### config.mk
export PLATFORM = sky130hd
export DESIGN_NAME = mem_access_unit_flat
export DESIGN_NICKNAME = d
export VERILOG_FILES = /design/src/rtl/mem_access_unit_if.sv /design/src/rtl/mem_access_unit.sv /design/src/flat_wrapper.sv
export SDC_FILE = /design/constraint.sdc
export NUM_CORES = 1
export LEC_CHECK = 0
export CAP_MARGIN = 20
export CORE_MARGIN = 5
export CORE_UTILIZATION = 44
export DETAILED_ROUTE_END_ITERATION = 8
export GPL_TIMING_DRIVEN = 0
export PLACE_DENSITY = 0.79
export SLEW_MARGIN = 10
export SYNTH_ARGS = -nofsm -noshare
export SYNTH_HDL_FRONTEND = slang
export SYNTH_SLANG_ARGS = --single-unit
export TNS_END_PERCENT = 100
### constraint.sdc
create_clock -name clk -period 5.46 [get_ports clk]
set_input_delay 1.365 -clock clk [delete_from_list [all_inputs] [get_ports clk]]
set_output_delay 1.365 -clock clk [all_outputs]
set_load 0.005 [all_outputs]
### src/rtl/mem_access_unit_if.sv
`default_nettype none
// +------------------------------------------------------------------------+
// | Module      : mem_access_unit_if                                       |
// | Description : Execute-side, data-memory and writeback signal bundle    |
// |               for the load/store unit.                                 |
// | Revision    : 1.0 - initial release                                    |
// +------------------------------------------------------------------------+
interface mem_access_unit_if;
    logic        ex_valid;
    logic        ex_ready;
    logic        ex_is_load;
    logic        ex_is_store;
    logic [2:0]  ex_funct3;
    logic [31:0] ex_addr;
    logic [31:0] ex_wdata;
    logic [4:0]  ex_rd;

    logic        dmem_req_valid;
    logic        dmem_req_ready;
    logic [31:0] dmem_addr;
    logic [31:0] dmem_wdata;
    logic [3:0]  dmem_wmask;
    logic        dmem_resp_valid;
    logic [31:0] dmem_resp_data;

    logic        wb_valid;
    logic [4:0]  wb_rd;
    logic [31:0] wb_data;
    logic        misaligned;
    logic        bus_error;

    // master: the load/store unit itself (it masters the data-memory bus)
    modport master (
        input  ex_valid, ex_is_load, ex_is_store, ex_funct3, ex_addr, ex_wdata, ex_rd,
        input  dmem_req_ready, dmem_resp_valid, dmem_resp_data,
        output ex_ready, dmem_req_valid, dmem_addr, dmem_wdata, dmem_wmask,
        output wb_valid, wb_rd, wb_data, misaligned, bus_error
    );

    // slave: the surrounding pipeline and data memory
    modport slave (
        output ex_valid, ex_is_load, ex_is_store, ex_funct3, ex_addr, ex_wdata, ex_rd,
        output dmem_req_ready, dmem_resp_valid, dmem_resp_data,
        input  ex_ready, dmem_req_valid, dmem_addr, dmem_wdata, dmem_wmask,
        input  wb_valid, wb_rd, wb_data, misaligned, bus_error
    );
endinterface
`default_nettype wire

### src/rtl/mem_access_unit.sv
`default_nettype none
// +------------------------------------------------------------------------+
// | Module      : mem_access_unit                                          |
// | Description : Single-outstanding load/store stage with lane steering,  |
// |               load extension, misalignment and response timeout.       |
// | Revision    : 1.0 - initial release                                    |
// +------------------------------------------------------------------------+
module mem_access_unit #(
    parameter int TIMEOUT_CYCLES = 255
) (
    input  wire logic         clk,
    input  wire logic         reset,
    mem_access_unit_if.master bus
);
    localparam logic [7:0] c_TIMEOUT_LAST = 8'(TIMEOUT_CYCLES - 1);

    typedef enum logic [1:0] {
        S_IDLE = 2'd0,
        S_REQ  = 2'd1,
        S_WAIT = 2'd2
    } state_t;

    state_t      state_q, state_d;
    logic [31:0] addr_q, addr_d;
    logic [31:0] wdata_q, wdata_d;
    logic [3:0]  wmask_q, wmask_d;
    logic        is_load_q, is_load_d;
    logic [2:0]  funct3_q, funct3_d;
    logic [1:0]  off_q, off_d;
    logic [4:0]  rd_q, rd_d;
    logic [7:0]  cnt_q, cnt_d;
    logic        wb_valid_q, wb_valid_d;
    logic [31:0] wb_data_q, wb_data_d;
    logic        misaligned_q, misaligned_d;
    logic        bus_error_q, bus_error_d;

    logic        w_misaligned;
    logic [31:0] w_lane_wdata;
    logic [3:0]  w_lane_mask;
    logic [31:0] w_shifted;
    logic [31:0] w_load_data;

    always_comb begin
        unique case (bus.ex_funct3)
            3'b000, 3'b100: w_misaligned = 1'b0;
            3'b001, 3'b101: w_misaligned = bus.ex_addr[0];
            3'b010:         w_misaligned = (bus.ex_addr[1:0] != 2'b00);
            default:        w_misaligned = 1'b1;
        endcase
    end

    always_comb begin
        w_lane_wdata = bus.ex_wdata;
        w_lane_mask  = 4'b1111;
        unique case (bus.ex_funct3[1:0])
            2'b00: begin
                w_lane_wdata = {4{bus.ex_wdata[7:0]}};
                w_lane_mask  = 4'b0001 << bus.ex_addr[1:0];
            end
            2'b01: begin
                w_lane_wdata = {2{bus.ex_wdata[15:0]}};
                w_lane_mask  = 4'b0011 << bus.ex_addr[1:0];
            end
            default: begin
                w_lane_wdata = bus.ex_wdata;
                w_lane_mask  = 4'b1111;
            end
        endcase
    end

    // Bring the addressed byte/half down to bit 0, then extend by load type.
    assign w_shifted = bus.dmem_resp_data >> {off_q, 3'b000};

    always_comb begin
        unique case (funct3_q)
            3'b000:  w_load_data = {{24{w_shifted[7]}}, w_shifted[7:0]};
            3'b100:  w_load_data = {24'd0, w_shifted[7:0]};
            3'b001:  w_load_data = {{16{w_shifted[15]}}, w_shifted[15:0]};
            3'b101:  w_load_data = {16'd0, w_shifted[15:0]};
            default: w_load_data = w_shifted;
        endcase
    end

    always_comb begin
        state_d      = state_q;
        addr_d       = addr_q;
        wdata_d      = wdata_q;
        wmask_d      = wmask_q;
        is_load_d    = is_load_q;
        funct3_d     = funct3_q;
        off_d        = off_q;
        rd_d         = rd_q;
        cnt_d        = cnt_q;
        wb_valid_d   = 1'b0;
        wb_data_d    = wb_data_q;
        misaligned_d = 1'b0;
        bus_error_d  = 1'b0;
        unique case (state_q)
            S_IDLE: begin
                if (bus.ex_valid) begin
                    addr_d    = {bus.ex_addr[31:2], 2'b00};
                    off_d     = bus.ex_addr[1:0];
                    wdata_d   = w_lane_wdata;
                    wmask_d   = bus.ex_is_load ? 4'b0000 : w_lane_mask;
                    is_load_d = bus.ex_is_load;
                    funct3_d  = bus.ex_funct3;
                    rd_d      = bus.ex_rd;
                    if (bus.ex_is_load || bus.ex_is_store) begin
                        if (w_misaligned) begin
                            misaligned_d = 1'b1;
                        end else begin
                            state_d = S_REQ;
                        end
                    end
                end
            end
            S_REQ: begin
                if (bus.dmem_req_ready) begin
                    cnt_d   = 8'd0;
                    state_d = is_load_q ? S_WAIT : S_IDLE;
                end
            end
            S_WAIT: begin
                // A response arriving on the final allowed cycle still wins.
                if (bus.dmem_resp_valid) begin
                    wb_valid_d = 1'b1;
                    wb_data_d  = w_load_data;
                    state_d    = S_IDLE;
                end else if (cnt_q == c_TIMEOUT_LAST) begin
                    bus_error_d = 1'b1;
                    state_d     = S_IDLE;
                end else begin
                    cnt_d = cnt_q + 8'd1;
                end
            end
            default: state_d = S_IDLE;
        endcase
    end

    always_ff @(posedge clk or posedge reset) begin
        if (reset) begin
            state_q      <= S_IDLE;
            addr_q       <= 32'd0;
            wdata_q      <= 32'd0;
            wmask_q      <= 4'd0;
            is_load_q    <= 1'b0;
            funct3_q     <= 3'd0;
            off_q        <= 2'd0;
            rd_q         <= 5'd0;
            cnt_q        <= 8'd0;
            wb_valid_q   <= 1'b0;
            wb_data_q    <= 32'd0;
            misaligned_q <= 1'b0;
            bus_error_q  <= 1'b0;
        end else begin
            state_q      <= state_d;
            addr_q       <= addr_d;
            wdata_q      <= wdata_d;
            wmask_q      <= wmask_d;
            is_load_q    <= is_load_d;
            funct3_q     <= funct3_d;
            off_q        <= off_d;
            rd_q         <= rd_d;
            cnt_q        <= cnt_d;
            wb_valid_q   <= wb_valid_d;
            wb_data_q    <= wb_data_d;
            misaligned_q <= misaligned_d;
            bus_error_q  <= bus_error_d;
        end
    end

    assign bus.ex_ready       = (state_q == S_IDLE);
    assign bus.dmem_req_valid = (state_q == S_REQ);
    assign bus.dmem_addr      = addr_q;
    assign bus.dmem_wdata     = wdata_q;
    assign bus.dmem_wmask     = wmask_q;
    assign bus.wb_valid       = wb_valid_q;
    assign bus.wb_rd          = rd_q;
    assign bus.wb_data        = wb_data_q;
    assign bus.misaligned     = misaligned_q;
    assign bus.bus_error      = bus_error_q;
endmodule
`default_nettype wire

### src/flat_wrapper.sv
// flat-port wrapper written by rule: the top's interface ports become plain ports
module mem_access_unit_flat 
#(
    parameter int TIMEOUT_CYCLES = 255
)
  (clk, reset, bus_ex_valid, bus_ex_is_load, bus_ex_is_store, bus_ex_funct3, bus_ex_addr, bus_ex_wdata, bus_ex_rd, bus_dmem_req_ready, bus_dmem_resp_valid, bus_dmem_resp_data, bus_ex_ready, bus_dmem_req_valid, bus_dmem_addr, bus_dmem_wdata, bus_dmem_wmask, bus_wb_valid, bus_wb_rd, bus_wb_data, bus_misaligned, bus_bus_error);
  mem_access_unit_if bus_i ();
  input  wire logic clk;
  input  wire logic reset;
  input wire logic [$bits(bus_i.ex_valid)-1:0] bus_ex_valid;
  input wire logic [$bits(bus_i.ex_is_load)-1:0] bus_ex_is_load;
  input wire logic [$bits(bus_i.ex_is_store)-1:0] bus_ex_is_store;
  input wire logic [$bits(bus_i.ex_funct3)-1:0] bus_ex_funct3;
  input wire logic [$bits(bus_i.ex_addr)-1:0] bus_ex_addr;
  input wire logic [$bits(bus_i.ex_wdata)-1:0] bus_ex_wdata;
  input wire logic [$bits(bus_i.ex_rd)-1:0] bus_ex_rd;
  input wire logic [$bits(bus_i.dmem_req_ready)-1:0] bus_dmem_req_ready;
  input wire logic [$bits(bus_i.dmem_resp_valid)-1:0] bus_dmem_resp_valid;
  input wire logic [$bits(bus_i.dmem_resp_data)-1:0] bus_dmem_resp_data;
  output wire logic [$bits(bus_i.ex_ready)-1:0] bus_ex_ready;
  output wire logic [$bits(bus_i.dmem_req_valid)-1:0] bus_dmem_req_valid;
  output wire logic [$bits(bus_i.dmem_addr)-1:0] bus_dmem_addr;
  output wire logic [$bits(bus_i.dmem_wdata)-1:0] bus_dmem_wdata;
  output wire logic [$bits(bus_i.dmem_wmask)-1:0] bus_dmem_wmask;
  output wire logic [$bits(bus_i.wb_valid)-1:0] bus_wb_valid;
  output wire logic [$bits(bus_i.wb_rd)-1:0] bus_wb_rd;
  output wire logic [$bits(bus_i.wb_data)-1:0] bus_wb_data;
  output wire logic [$bits(bus_i.misaligned)-1:0] bus_misaligned;
  output wire logic [$bits(bus_i.bus_error)-1:0] bus_bus_error;
  assign bus_i.ex_valid = bus_ex_valid;
  assign bus_i.ex_is_load = bus_ex_is_load;
  assign bus_i.ex_is_store = bus_ex_is_store;
  assign bus_i.ex_funct3 = bus_ex_funct3;
  assign bus_i.ex_addr = bus_ex_addr;
  assign bus_i.ex_wdata = bus_ex_wdata;
  assign bus_i.ex_rd = bus_ex_rd;
  assign bus_i.dmem_req_ready = bus_dmem_req_ready;
  assign bus_i.dmem_resp_valid = bus_dmem_resp_valid;
  assign bus_i.dmem_resp_data = bus_dmem_resp_data;
  assign bus_ex_ready = bus_i.ex_ready;
  assign bus_dmem_req_valid = bus_i.dmem_req_valid;
  assign bus_dmem_addr = bus_i.dmem_addr;
  assign bus_dmem_wdata = bus_i.dmem_wdata;
  assign bus_dmem_wmask = bus_i.dmem_wmask;
  assign bus_wb_valid = bus_i.wb_valid;
  assign bus_wb_rd = bus_i.wb_rd;
  assign bus_wb_data = bus_i.wb_data;
  assign bus_misaligned = bus_i.misaligned;
  assign bus_bus_error = bus_i.bus_error;
  mem_access_unit #(.TIMEOUT_CYCLES(TIMEOUT_CYCLES)) u_core (.clk(clk), .reset(reset), .bus(bus_i));
endmodule
==> out/metrics.cfg <==
[sta]
final.setup.tns_ps=0
min_period_ps=3030
finalMaxSlewViolations=0
setup_viol=0
rsz0062_at_grt=no
finalWorstSetupSlack_ps=2430
worst_pin_slew_ps=853
finalCritPeriodShare=0.554
fin_worst_skew_ps=12.9
timing_hold_violations_final=0
timing.fmax_mhz=330
whs_ps=473
relSlewSlack=0.429

[synth]
yosysWarnings=0
ys_async_sr_fraction=1.00
ys_types=44
synth_edf_count=0
netlist_area_um2=5620
syn_area_per_cell_um2=9.40
ys.flop_type=dfrtp_1
ys_seq_area_frac=0.543
synthCells=598
ys_ff_latch=122

[critical_path]
r2r_cells=6
r2r_end=u_core.bus.wb_data[10]$_DFFE_PP0P_
start_kind=flop
crit_fanout=6
r2r_start=u_core.off_q[0]$_DFFE_PP0P_
end_kind=primary output
cp.arrival_ps=1660
critPathKind=reg -> out
rrSetupSlack_ps=3370
critPathRequiredTime_ps=4090
startpoint=u_core.state_q[0]$_DFFE_PP0P_

[die]
die_h_um=123
die_x_um=123
start_util=0.447
die_area_um2=15100
num_rows=41
pin_count=221
core-area_um2=12600

[global_routing]
grtUsageTotal=0.236
grt_max_degree=76
grt_first_pass_wirelength_um=27500
grt-ovfl-total=0
antenna_found_initial=0
grt_pass1_vias=5428

[routing]
wl_per_cell_um=17.2
drt-pass1-iter-count=5
ant_nets=0
num_vias=5241
viasPerCell=5.14
routed_wl_um=17600
drt_iter0_markers=335
drc=0

[clock_tree]
cts_tree=done
holdBufCountCts=0
insertion_delay_ps=410
cts_setup_buffers=0
clock_path_buffers=2
cts_sinks=122
cts_max_level=4
cts_root_buf=clkbuf_16
cts_resized=0
clkTransAtPathRegs_ps=50
numCtsBuffers=17

[final_layout]
fin_util=0.683
n_antenna_cell=0
n_fill_cell=983
drive_above_1_share=0.0638
syn_to_final_growth_pct=52.6
final_nets=950

[hold_path]
worstHoldStart=u_core.bus.dmem_addr[31]$_DFFE_PP0P_
hp-class=reg -> reg
hold_end=u_core.bus.dmem_addr[31]$_DFFE_PP0P_
hold_path_depth=2

[pwr]
seq_power_share=0.374
leakage_nw=3.80
ir_drop_mv=0.201
powerDensity_nw_per_um2=418
p_comb_frac=0.344
clockPowerShare=0.282
p_switching_mw=1.06
total_power_mw=3.59
p_int_mw=2.53
switching_share=0.296

[flow_run]
maxCapViolations=0

[placed_design]
dp_slack_ps=2200
dpl.hpwl_um=13400
routabilityCongestion=0.941
portBuffers=218

[outcome]
status=finished clean

-- critical path: stages, from the launching register on --
cell	delay, ps
dfrtp_1	420
nor2b_1	280
clkdlybuf4s50_1	550
-- per-layer routing --
layer / vias to the layer above / share of wire / wire length, um / GRT usage
li1: 2488 / - / - / -
met1: 2496 / 0.40 / 6980 / 0.276
met2: 225 / 0.49 / 8530 / 0.396
met3: 32 / 0.096 / 1690 / 0.0860
met4: 0 / 0.021 / 364 / 0.0900
met5: - / 0 / 0 / 0
-- cell families after synthesis --
kind of cell               Yosys count  synth area share
other                                1          0.000667
and+or+nand+nor                    273             0.205
buffers and inverters               44            0.0345
DFF                                122             0.543
xor gates and xnor gates             1           0.00156
adders and majority gates            2           0.00445
AOI/OAI and AO/OA                  106             0.119
muxes                               49            0.0914
-- metrics by stage --
stage / area (um2) / instances
detailed placement: 8060 / 990
global route: 8580 / 1019
global placement: 8030 / 989
CTS: 8580 / 1019
floorplan: 5630 / 599
finish: 8580 / 1019
-- how the worst max path moves through the flow --
stage | end | slack [ps] | cells past startpoint
after floorplan | u_core.bus.bus_error$_DFF_PP0_ | 850 | 1
after global placement | u_core.bus.wb_data[0]$_DFFE_PP0P_ | -740 | 2
after detailed placement | u_core.bus.wb_rd[3]$_DFFE_PP0P_ | 2200 | 6
after CTS | bus_dmem_req_valid | 2390 | 2
after global routing | bus_dmem_req_valid | 2320 | 2
final | bus_dmem_req_valid | 2430 | 2
-- power by group through the flow --
stage,clock (mW),sequential [mW],combinational (mW)
CTS,1.03,1.34,1.25
global placement,0,1.34,1.21
global route,1.06,1.37,1.35
detailed placement,0,1.35,1.24
floorplan,0,1.34,0.466
finish,1.01,1.34,1.24
-- synth_stat cells, drive strengths merged (2+ instances only) --
library cell / instances / area [um2]
o22a: 16 / 140
nor2: 57 / 214
and2: 17 / 106
a21oi: 42 / 210
o22ai: 2 / 18.8
nor2b: 9 / 56.3
nor3b: 2 / 20.0
clkbuf: 26 / 97.6
nand2b: 4 / 25.0
o211ai: 4 / 30.0
o31ai: 5 / 37.5
dfrtp: 122 / 3050
or2: 2 / 12.5
nand4: 3 / 18.8
ha: 2 / 25.0
nand2: 165 / 619
o21ai: 23 / 119
a211oi: 8 / 60.1
nand3: 9 / 45.0
mux2i: 39 / 390
buf: 12 / 73.8
mux2: 9 / 101
inv: 6 / 22.5
-- registers in the layout, summed over array words and instances (netlist names) --
signal and count:
u_core.bus.dmem_wdata 32, u_core.bus.dmem_addr 30, u_core.is_load_q 1, u_core.bus.misaligned 1, u_core.bus.wb_valid 1, u_core.bus.wb_rd 5
u_core.cnt_q 8, u_core.funct3_q 3, u_core.bus.bus_error 1, u_core.off_q 2, u_core.state_q 2, u_core.bus.wb_data 32
u_core.bus.dmem_wmask 4
-- area by class of cell --
class,instances,area (um2),share of cell area
Buffer,38,171,0.0200
Tap cell,172,215,0.0251
Clock inverter,9,77.6,0.00904
Sequential cell,122,3050,0.356
Timing Repair Buffer,219,2210,0.257
Multi-Input combinational cell,433,2380,0.277
Clock buffer,20,447,0.0520
Inverter,6,27.5,0.00321
-- cells in the final DEF (no fill, tap or decap), drive strengths merged, types with 3 or more instances in the layout --
master           n
clkinvlp         3
nand4            3
o22a            16
o211ai           4
clkdlybuf4s50  218
mux2             9
inv              6
and2            17
clkinv           5
buf             13
o21ai           23
a211oi           8
nand3            9
clkbuf          46
mux2i           39
o31ai            5
nor2            57
nand2          165
a21oi           42
nor2b            9
nand2b           4
dfrtp          122
(Power assumes the default switching activity.)
